### config.mk
export PLATFORM = sky130hd
export DESIGN_NAME = river_ctrl
export DESIGN_NICKNAME = d
export VERILOG_FILES = /design/src/rtl/river_ctrl.sv
export SDC_FILE = /design/constraint.sdc
export NUM_CORES = 1
export LEC_CHECK = 0
export CAP_MARGIN = 20
export CORE_UTILIZATION = 50
export DETAILED_ROUTE_END_ITERATION = 12
export PLACE_DENSITY = 0.83
export REMOVE_ABC_BUFFERS = 1
export SLEW_MARGIN = 15
export SYNTH_ARGS = -nofsm -noshare
export SYNTH_HDL_FRONTEND = slang
export SYNTH_SLANG_ARGS = --single-unit
### constraint.sdc
create_clock -name clk -period 3.6 [get_ports clk]
set_input_delay 0.36 -clock clk [delete_from_list [all_inputs] [get_ports clk]]
set_output_delay 0.36 -clock clk [all_outputs]
set_load 0.03 [all_outputs]
### src/rtl/river_ctrl.sv
// river_ctrl: farmer/cabbage/goat/wolf crossing controller feeding the external safety checker.
module river_ctrl #(
    parameter int MOVE_W = 5
) (
    input  logic              clk,
    input  logic              reset,
    input  logic              move,
    input  logic [1:0]        sel,
    input  logic              r,
    output logic              f,
    output logic              c,
    output logic              g,
    output logic              w,
    output logic [MOVE_W-1:0] moves,
    output logic              won,
    output logic              lost,
    output logic              illegal
);
    typedef enum logic [1:0] {PLAY, CHECK, LOST, WON} state_t;
    state_t            state_q;
    logic [3:0]        pos_q;
    logic [MOVE_W-1:0] moves_q;
    logic              move_q, won_q, lost_q, illegal_q;
    logic              req, legal;
    logic [3:0]        toggle;
    assign req    = move & ~move_q;
    // Bit 0 is the farmer, so sel=00 names the farmer himself and is always legal.
    assign legal  = pos_q[sel] == pos_q[0];
    assign toggle = 4'b0001 | (4'b0001 << sel);
    always_ff @(posedge clk) begin
        if (reset) begin
            state_q   <= PLAY;
            pos_q     <= '0;
            moves_q   <= '0;
            move_q    <= 1'b0;
            won_q     <= 1'b0;
            lost_q    <= 1'b0;
            illegal_q <= 1'b0;
        end else begin
            move_q    <= move;
            illegal_q <= 1'b0;
            case (state_q)
                PLAY: if (req) begin
                    if (legal) begin
                        pos_q   <= pos_q ^ toggle;
                        moves_q <= &moves_q ? moves_q : moves_q + MOVE_W'(1);
                        state_q <= CHECK;
                    end else begin
                        illegal_q <= 1'b1;
                    end
                end
                CHECK: begin
                    state_q <= r ? LOST : &pos_q ? WON : PLAY;
                    lost_q  <= r;
                    won_q   <= ~r & (&pos_q);
                end
                default: ;
            endcase
        end
    end
    assign {w, g, c, f} = pos_q;
    assign moves   = moves_q;
    assign won     = won_q;
    assign lost    = lost_q;
    assign illegal = illegal_q;
endmodule

=== Word-level counts from Yosys, hierarchy flattened ===
Cells that the tools add are included.

* Flip-flop bits (word level): 15
* Input port bits: 6
* Output and inout bits: 12
* Logic and storage cells: 38

* Add/subtract/negate cells: 1
* Order comparisons: 1
* Equality and inequality tests: 4
* Shifts and indexed selects: 1
* Muxes and demuxes: 8
* Bitwise logic cells: 8
* Reduce and logical (&&, ||, !) cells: 8

{| class="wikitable"
|+ Operator list
! operator !! count
|-
| 2-to-1 mux 2 bit || 4
|-
| AND reduction 4 bit || 2
|-
| AND reduction 3 bit || 2
|-
| adder 5 x 1 -> 5 bit (second input constant) || 1
|-
| NOT 1 bit || 5
|-
| AND reduction 5 bit || 1
|-
| != test 2 bit (second input constant) || 2
|-
| case mux 2 bit (2 select lines) || 1
|-
| left shift 1 x 2 -> 4 bit (first input constant) || 1
|-
| XOR 4 bit || 1
|-
| < comparator 2 x 3 -> 1 bit (second input constant) || 1
|-
| OR reduction 3 bit || 1
|-
| AND 1 bit || 2
|-
| binary-select mux 1 bit (select 2 bit) || 1
|-
| equality test 2 x 1 -> 1 bit (second input constant) || 1
|-
| logical NOT 2 bit || 1
|-
| 2-to-1 mux 1 bit || 2
|-
| nonzero test 2 bit || 1
|-
| equality test 1 bit || 1
|}

=== Depth between registers and ports, before layout ===
Gate-level depths: netlist (run 1).

* Word-level depth: 6
* Mapped depth: 5
* Depth with buffers taken out: 5

=== Least setup slack after synthesis (run 1) ===
OpenSTA, ideal clock, no wires.

* Path kind: flip-flop to flip-flop
* Start: register moves_q[0] (netlist: moves[0])
* End: register moves_q[2] (netlist: moves[2])
* Library setup time: 123 ps
* Data arrival time: 1695 ps
* Required time: 3477 ps
* Path slack: 1781 ps
* Cell stages (with the launch flop): 6
* Buffers on the path: 0
* Clock period less this slack: 1819 ps
* Path through: dfxtp_1 ha_1 and3_1 ha_1 nor4b_1 mux2_1

* Word-level cells in the longest chain between the ends: 3
* Elaborated cells between the ends (all ways): 4
* Classes of those cells: 1 x add/sub; 1 x bitwise; 2 x reduce/logical

{| class="wikitable"
|+ RTL lines
! item !! RTL line !! text
|-
| start, declared || 22 || <nowiki>logic [MOVE_W-1:0] moves_q;</nowiki>
|-
| start signal, assigned || 46 || <nowiki>moves_q <= &moves_q ? moves_q : moves_q + MOVE_W'(1);</nowiki>
|-
| branches (longest 3 deep; another with adder 5 x 1 -> 5 bit) || n/a ||
|}

Several ways; the timed one is not identified.
A chain may end at the register's enable or synchronous reset.

=== Final worst setup path (run 1) ===
* Start: input port sel[1]
* End: register moves_q[2] (netlist: moves[2])

* Word-level cells in the longest chain between the ends: 4

{| class="wikitable"
|+ RTL lines
! item !! RTL line !! text
|-
| start, declared || 8 || <nowiki>input logic [1:0] sel,</nowiki>
|-
| binary-select mux 1 bit (select 2 bit) || 28 || <nowiki>assign legal = pos_q[sel] == pos_q[0];</nowiki>
|-
| 2-to-1 mux 1 bit (implied by the code) || 28 ||
|-
| equality test 1 bit || 28 ||
|-
| AND reduction 4 bit (no source line) || n/a ||
|}

No other way between the ends. The select of a mux whose other input is x is not followed.

==> flow_summary.json, run 1 <==
{
  "synth.area.top_cells": "dfxtp_1 (39%), mux2i_1 (7.9%), nand2b_1 (5.7%), nor2_1 (4.4%), a21oi_1 (3.9%)",
  "crit_required_ps": 3770,
  "critical_path.slowest_cell": "mux2i_1",
  "startpoint": "sel[1]",
  "setup_slack_ps": 1360,
  "via_per_inst": 5.79,
  "grt_pass1_wl_mm": 2.18,
  "powerDensity_nw_per_um2": 363,
  "maxCapViolations": 0,
  "die_w_um": 41.1,
  "htree_levels": 1,
  "rows": 13,
  "startpoint_type": "input port",
  "worst-path-stages": 5,
  "cts_tree": "built",
  "max_stage_delay_ps": 720,
  "path_clk_slew_ps": 90,
  "finalNonFillerCells": 113,
  "synth_cell_types": 30,
  "syn_avg_cell_area_um2": 9.42,
  "synthTopCellsByCount": "dfxtp_1 (15), nor2_1 (9), nand2b_1 (7), a21oi_1 (6), mux2i_1 (6)",
  "drt-pass1-iter-count": 4,
  "ys_ff_latch": 15,
  "syn-instance-count": 81,
  "yosysWarnings": 0,
  "critical_path_arrival_ps": 2400,
  "wirelength_mm": 1.54,
  "fin_nets": 107,
  "cts.path.max_buffers": 2,
  "start_util": 0.559,
  "whs_ps": 509,
  "drt_iter0_drc": 17,
  "syn_to_final_growth_pct": 24.9,
  "wl_per_cell_um": 13.6,
  "worst_clock_skew_ps": 3.33,
  "p_leak_uw": 0.000360,
  "cts.sinks": 15,
  "path_common_cell": "mux2i_1",
  "route.detailed.drc": 0,
  "ys_async_sr_fraction": 0,
  "synthFlopType": "dfxtp_1",
  "vias": 654,
  "critical_path.top_delay_family": "multiplexers",
  "netlist.area_leader.share": 0.393,
  "worst_slew_pin_slew_ps": 812,
  "cts-root-buf": "clkbuf_4",
  "yosysSeqAreaShare": 0.393,
  "hold_viol_final": 0,
  "clock_latency_ps": 280,
  "fmax_ghz": 0.447,
  "cts_buffers": 3,
  "crit_type": "input port to register",
  "antenna_found_initial": 0,
  "worstHoldPathType": "register to register",
  "ios": 18,
  "r2r-end": "moves[2]",
  "status": "finished, final reports clean",
  "final-setup-viol-count": 0,
  "yosys.area.top_type": "dfxtp_1",
  "filler_cell_count": 119,
  "final-max-slew-violation-count": 0,
  "fin_crit_sh": 0.621,
  "power.total_uw": 346,
  "cts_resized": 0,
  "syn_area_um2": 763,
  "cts_setup_buffers": 0,
  "drtAntennaViolNets": 0,
  "dp_cells": 109,
  "port_buffers": 17,
  "synth_edf_count": 0,
  "dieArea_um2": 1690,
  "grtUsageTotal": 0.201,
  "grt_overflow": 0,
  "die_height_um": 41.1,
  "timing.rr.start": "pos_q[3]",
  "worst-path-max-fanout": 11,
  "endpoint_kind": "register",
  "rsz0062_at_grt": "no",
  "routabilityCongestion": 0.724,
  "core_um2": 1370,
  "fin_crit_ps": 2240,
  "cp_cell_sequence": "clkdlybuf4s50_1 -> mux2i_1 -> mux2i_1 -> nor4b_1 -> mux2_1",
  "r2r_cells": 4,
  "yosysMostFrequentCell": "dfxtp_1",
  "irDropWorstVdd_uv": 220,
  "slew_headroom": 0.443,
  "hpwl_mm": 1.13,
  "path_buf_inv": 1,
  "layout-drive-gt1-share": 0.0714,
  "r2r_slack_ps": 1740,
  "crit_end": "moves[2]",
  "pre_cts_ws_ps": 1120,
  "grt_max_degree": 20,
  "grt_pass1_vias": 538,
  "setup_tns_ps": 0,
  "ctsHoldBuffers": 0,
  "n_antenna_cell": 0
}
logic make-up (layout without fill, tap and decap cells):
logic type,Yosys count,in the layout,share of synthesized area
DFF,15,15,0.393
AOI/OAI and AO/OA,13,13,0.0984
muxes,9,9,0.138
adders and majority gates,2,2,0.0328
and+or+nand+nor,37,37,0.292
xor gates and xnor gates,1,1,0.0115
buffers and inverters,4,21,0.0344
per-layer routing:
layer	vias up	wire (µm)	track usage
met2	14	790	0.367
met4	0	12	0.0750
met3	2	61	0.0489
li1	324	-	-
met5	-	0	0
met1	314	676	0.218
layout make-up:
class	instances	area, µm²	area share
clock inverter	1	5.00	0.00525
timing repair buffer	17	170	0.178
multi-input combinational	62	437	0.458
clock buffer	3	22.5	0.0236
sequential	15	300	0.315
tap	15	18.8	0.0197
metrics by stage:
step,area [µm²],util
floorplan,737,-
global placement,926,0.678
detailed placement,926,0.678
CTS,953,0.698
global route,953,0.698
finish,953,0.698
worst min-delay path: stages, from the launching register on:
cell and delay, ps:
dfxtp_1 330, mux2i_1 70, nor2_1 80
worst min path at each step:
stage / from / end / slack, ps / depth (start not counted)
3_5_place_dp: lost / lost / 490 / 2
3_3_place_gp: lost / lost / 480 / 2
2_1_floorplan: reset / moves[0] / 430 / 1
6_report: lost / lost / 510 / 2
5_1_grt: lost / lost / 540 / 2
4_1_cts: lost / lost / 510 / 2
cells in the final DEF (no fill, tap or decap):
cell type and n:
a211oi_1 1, a21oi_1 6, and2b_2 1, and3_1 1, clkbuf_4 3, clkdlybuf4s50_1 17, clkinv_2 1, dfxtp_1 15
ha_1 2, mux2_1 2, mux2i_1 6, mux4_2 1, nand2_1 2, nand2b_1 7, nand3_1 1, nand4_1 1
nor2_1 9, nor2b_1 3, nor3_1 2, nor4_1 1, nor4b_1 1, nor4b_2 1, o21ai_0 1, o21ai_1 2
o31ai_1 3, or2_1 1, or2b_1 1, or3_1 1, or4_1 3, or4b_1 1, xnor2_1 1
flip-flops by register name, indices dropped and copies added (netlist names):
register / cells
illegal: 1
move_q: 1
state_q: 2
won: 1
pos_q: 4
moves: 5
lost: 1
power by group:
group	internal (µW)	switching [µW]	total (µW)
logic	31.6	36.5	68.1
registers	174	9.76	183
clock network	41.1	53.6	94.7
(Power assumes the default switching activity.)
==> inputs of run 2 (changes only) <==
Settings changed: CORE_UTILIZATION 50 to 47, PLACE_DENSITY 0.83 to 0.79.
Clock period 3.6 ns to 2.3 ns, I/O delays scaled along.
==> run 2 against run 1 <==
- non-clock buffer count increased by 1
- largest cell class unchanged
- clock skew about the same
- worst setup slack worse by 910 ps
==> flow_summary.json, run 2 (synthesis gave the netlist of run 1 again) <==
{
  "dieArea_um2": 1790,
  "crit_required_ps": 2480,
  "fin_nets": 108,
  "critical_path.slowest_cell": "nor4b_1",
  "start_util": 0.507,
  "powerDensity_nw_per_um2": 570,
  "setup_slack_ps": 456,
  "via_per_inst": 5.65,
  "htree_levels": 1,
  "worst-path-stages": 5,
  "path_buf_inv": 0,
  "finalNonFillerCells": 115,
  "cts_tree": "built",
  "wl_per_cell_um": 12.9,
  "hpwl_mm": 1.07,
  "rows": 14,
  "routabilityCongestion": 0.706,
  "pre_cts_ws_ps": 165,
  "die_w_um": 42.3,
  "path_clk_slew_ps": 100,
  "fin_crit_sh": 0.802,
  "layout_common_cells": "clkdlybuf4s50_1 (17), dfxtp_1 (15), nor2_1 (9)",
  "cts.sinks": 15,
  "n_antenna_cell": 0,
  "r2r-end": "moves[2]",
  "cts.path.max_buffers": 2,
  "clock_latency_ps": 290,
  "status": "finished, final reports clean",
  "vias": 650,
  "grt_pass1_wl_mm": 2.35,
  "slew_headroom": 0.597,
  "timing.rr.start": "moves[0]",
  "drt_iter0_drc": 10,
  "route.detailed.drc": 0,
  "wirelength_mm": 1.48,
  "startpoint_type": "register",
  "hold_viol_final": 0,
  "critical_path_arrival_ps": 2020,
  "syn_to_final_growth_pct": 26.1,
  "fmax_ghz": 0.542,
  "die_height_um": 42.3,
  "r2r_slack_ps": 460,
  "worst-path-max-fanout": 5,
  "grt_overflow": 0,
  "cts_resized": 0,
  "crit_end": "moves[2]",
  "rsz0062_at_grt": "no",
  "path_common_cell": "ha_1",
  "critical_path.top_delay_family": "simple AND/OR/NAND/NOR gates",
  "setup_tns_ps": 0,
  "irDropWorstVdd_uv": 309,
  "worst_clock_skew_ps": 3.47,
  "drt-pass1-iter-count": 4,
  "port_buffers": 17,
  "worstHoldPathType": "register to register",
  "cts-root-buf": "clkbuf_4",
  "startpoint": "moves[0]",
  "cts_buffers": 3,
  "drtAntennaViolNets": 0,
  "cts_setup_buffers": 0,
  "worst_slew_pin_slew_ps": 603,
  "cp_cell_sequence": "ha_1 -> and3_1 -> ha_1 -> nor4b_1 -> mux2_1",
  "largest_register_ffs": 5,
  "grt_max_degree": 20,
  "grtUsageTotal": 0.173,
  "max_stage_delay_ps": 400,
  "final_common_cell": "clkdlybuf4s50_1",
  "p_leak_uw": 0.000366,
  "dp_cells": 111,
  "endpoint_kind": "register",
  "final-max-slew-violation-count": 0,
  "core_um2": 1510,
  "final-setup-viol-count": 0,
  "ctsHoldBuffers": 0,
  "layout-drive-gt1-share": 0.0808,
  "grt_pass1_vias": 580,
  "maxCapViolations": 0,
  "r2r_cells": 5,
  "fin_crit_ps": 1840,
  "antenna_found_initial": 0,
  "crit_type": "register to register",
  "ios": 18
}
## run 2: tightest hold or removal path, delay by kind of cell, from the launching register on
family,cells,cell delay (ps)
muxes,1,50
DFF,1,340
and+or+nand+nor,1,70
## run 2: layout make-up
| type | count | area, µm² |
|---|---|---|
| Clock buffer | 3 | 22.5 |
| Clock inverter | 1 | 5.00 |
| Fill cell | 149 | 544 |
| Multi-Input combinational cell | 62 | 437 |
| Sequential cell | 15 | 300 |
| Tap cell | 16 | 20.0 |
| Timing Repair Buffer | 18 | 178 |
## run 2: metrics by stage
step | hold WS [ps] | area [µm²] | utilization | power, µW
after floorplan | 299 | 737 | - | 354
after global placement | 478 | 935 | 0.620 | 396
after detailed placement | 489 | 935 | 0.620 | 399
after CTS | 504 | 962 | 0.639 | 556
after global routing | 539 | 962 | 0.639 | 574
final | 496 | 962 | 0.639 | 548
## run 2: worst min path at each step
stage               end  slack, ps  startpoint  cells after the start
6_report       moves[4]        500    moves[4]                      2
5_1_grt        moves[4]        540    moves[4]                      2
4_1_cts        moves[4]        500    moves[4]                      2
3_5_place_dp   moves[4]        490    moves[4]                      2
3_3_place_gp       lost        480        lost                      2
2_1_floorplan  moves[0]        300       reset                      1
## run 2: report_power, final
part	switching (µW)	total [µW]	internal, µW
combinational	55.2	106	50.8
sequential	15.2	287	272
clock	91.0	156	64.6
total	161	548	387
## run 2: routing by layer
layer	vias to the layer above	share of wire	track usage
li1	329	-	-
met1	303	0.46	0.204
met2	14	0.48	0.298
met3	4	0.042	0.0259
met4	0	0.015	0.0938
met5	-	0	0
==> inputs of run 3 (changes only) <==
Clock period 2.3 ns to 1.7 ns, I/O delays scaled along.
==> run 3 against run 2 <==
- final area grew 19%
- hold slack lost 62 ps
- non-clock buffer count grew 18
- sequential cell count is the same
- critical path type unchanged
==> flow_summary.json, run 3 (synthesis gave the netlist of run 1 again) <==
{
  "status": "finished, final reports clean",
  "power.total_uw": 812,
  "path_clk_slew_ps": 100,
  "crit_required_ps": 1880,
  "final_common_cell": "buf_4",
  "antenna_found_initial": 0,
  "grt_overflow": 0,
  "dp_cells": 128,
  "route.detailed.drc": 0,
  "cts_buffers": 3,
  "htree_levels": 1,
  "fmax_ghz": 0.599,
  "final-max-slew-violation-count": 0,
  "n_antenna_cell": 0,
  "core_um2": 1510,
  "dieArea_um2": 1790,
  "hold_viol_final": 0,
  "clock_latency_ps": 290,
  "worst_clock_skew_ps": 8.76,
  "fin_area_um2": 1150,
  "die_height_um": 42.3,
  "irDropWorstVdd_uv": 528,
  "port_buffers": 17,
  "cts-root-buf": "clkbuf_4",
  "hp-start": "sel[1]",
  "rows": 14,
  "vias": 758,
  "startpoint": "moves[0]",
  "hpwl_mm": 1.35,
  "drt-pass1-iter-count": 4,
  "final_util": 0.762,
  "p_seq_frac": 0.473,
  "slew_headroom": 0.788,
  "power_frac_comb": 0.261,
  "p_int_uw": 566,
  "grtUsageTotal": 0.232,
  "start_util": 0.507,
  "power_frac_clock": 0.266,
  "routabilityCongestion": 0.805,
  "fin_nets": 126,
  "cts.sinks": 15,
  "switching_share": 0.303,
  "layout_common_cells": "buf_4 (19), clkdlybuf4s50_1 (15), dfxtp_1 (14)",
  "worstHoldPathType": "input port to register",
  "setup_tns_ps": 0,
  "drtAntennaViolNets": 0,
  "maxCapViolations": 0,
  "p_leak_uw": 0.000469,
  "cts_tree": "built",
  "critical_path_arrival_ps": 1850,
  "endpoint_kind": "register",
  "grt_pass1_vias": 707,
  "switchingPower_uw": 246,
  "drt_iter0_drc": 14,
  "layout-drive-gt1-share": 0.308,
  "fin_crit_sh": 0.982,
  "timing.rr.start": "moves[0]",
  "crit_type": "register to register",
  "via_per_inst": 5.70,
  "powerDensity_nw_per_um2": 707,
  "worst-path-max-fanout": 4,
  "wirelength_mm": 1.91,
  "wl_per_cell_um": 14.4,
  "worst_slew_pin_slew_ps": 312,
  "fin_crit_ps": 1670,
  "syn_to_final_growth_pct": 50.3,
  "rsz0062_at_grt": "yes",
  "grt_pass1_wl_mm": 3.04,
  "die_w_um": 42.3,
  "finalNonFillerCells": 133,
  "place_area_um2": 1060,
  "final-setup-viol-count": 0,
  "largest_register_ffs": 5,
  "cts.path.max_buffers": 2,
  "startpoint_type": "register",
  "grt_max_degree": 12,
  "ios": 18
}
==> run 3: cell count changes in the layout (fill, tap and decap cells not counted), moves of 2 or more <==
cell	before	now
clkdlybuf4s50_1	17	15
buf_4	1	19
mux2i_1	6	4
mux2i_2	0	2
==> run 3: worst max-delay path, cell delays in order, from the launching register on <==
cell,delay [ps]
dfxtp_1,330
ha_1,200
and3_1,190
ha_2,200
nor4b_2,300
mux2_1,340
==> run 3: stage by stage <==
step / setup slack [ps] / hold slack (ps)
after floorplan: -119 / 239
after global placement: -267 / 476
after detailed placement: -286 / 493
after CTS: -60.6 / 471
after global routing: -46.8 / 453
final: 30.4 / 434
==> run 3: final timing paths <==
check | to | slack, ps | cells past startpoint
worst max-delay path | moves[2] | 30 | 5
worst min-delay path | pos_q[0] | 430 | 4
worst max register to register | moves[2] | 30 | 5
worst min register to register | moves[4] | 500 | 2
==> run 3: area by class of cell <==
class                      instances  area [µm²]
sequential                        15         302
multi-input combinational         62         484
tap                               16        20.0
timing repair buffer              36         314
clock inverter                     1        5.00
clock buffer                       3        22.5
fill                             112         359
==> run 3: metal layers <==
layer,up-vias,global-route usage,wire length (µm)
met5,-,0,0
met4,0,0.131,41
met3,6,0.0517,110
met2,32,0.388,963
met1,355,0.270,796
li1,365,-,-
==> run 3: timing repair <==
action | 4_1_cts | 5_1_grt
setup buffers | 0 | 1
pin swaps | 0 | 3
endpoints found under the setup margin | 6 | 8
hold endpoints to repair | 0 | 0
hold buffers | 0 | 0
resized for setup | 4 | 9
==> run 3: power by group through the flow <==
stage / combinational, µW / clock, µW / sequential, µW
after CTS: 199 / 221 / 382
after global placement: 188 / 0 / 389
after detailed placement: 194 / 0 / 389
after floorplan: 64.9 / 0 / 415
after global routing: 227 / 237 / 386
final: 212 / 216 / 384
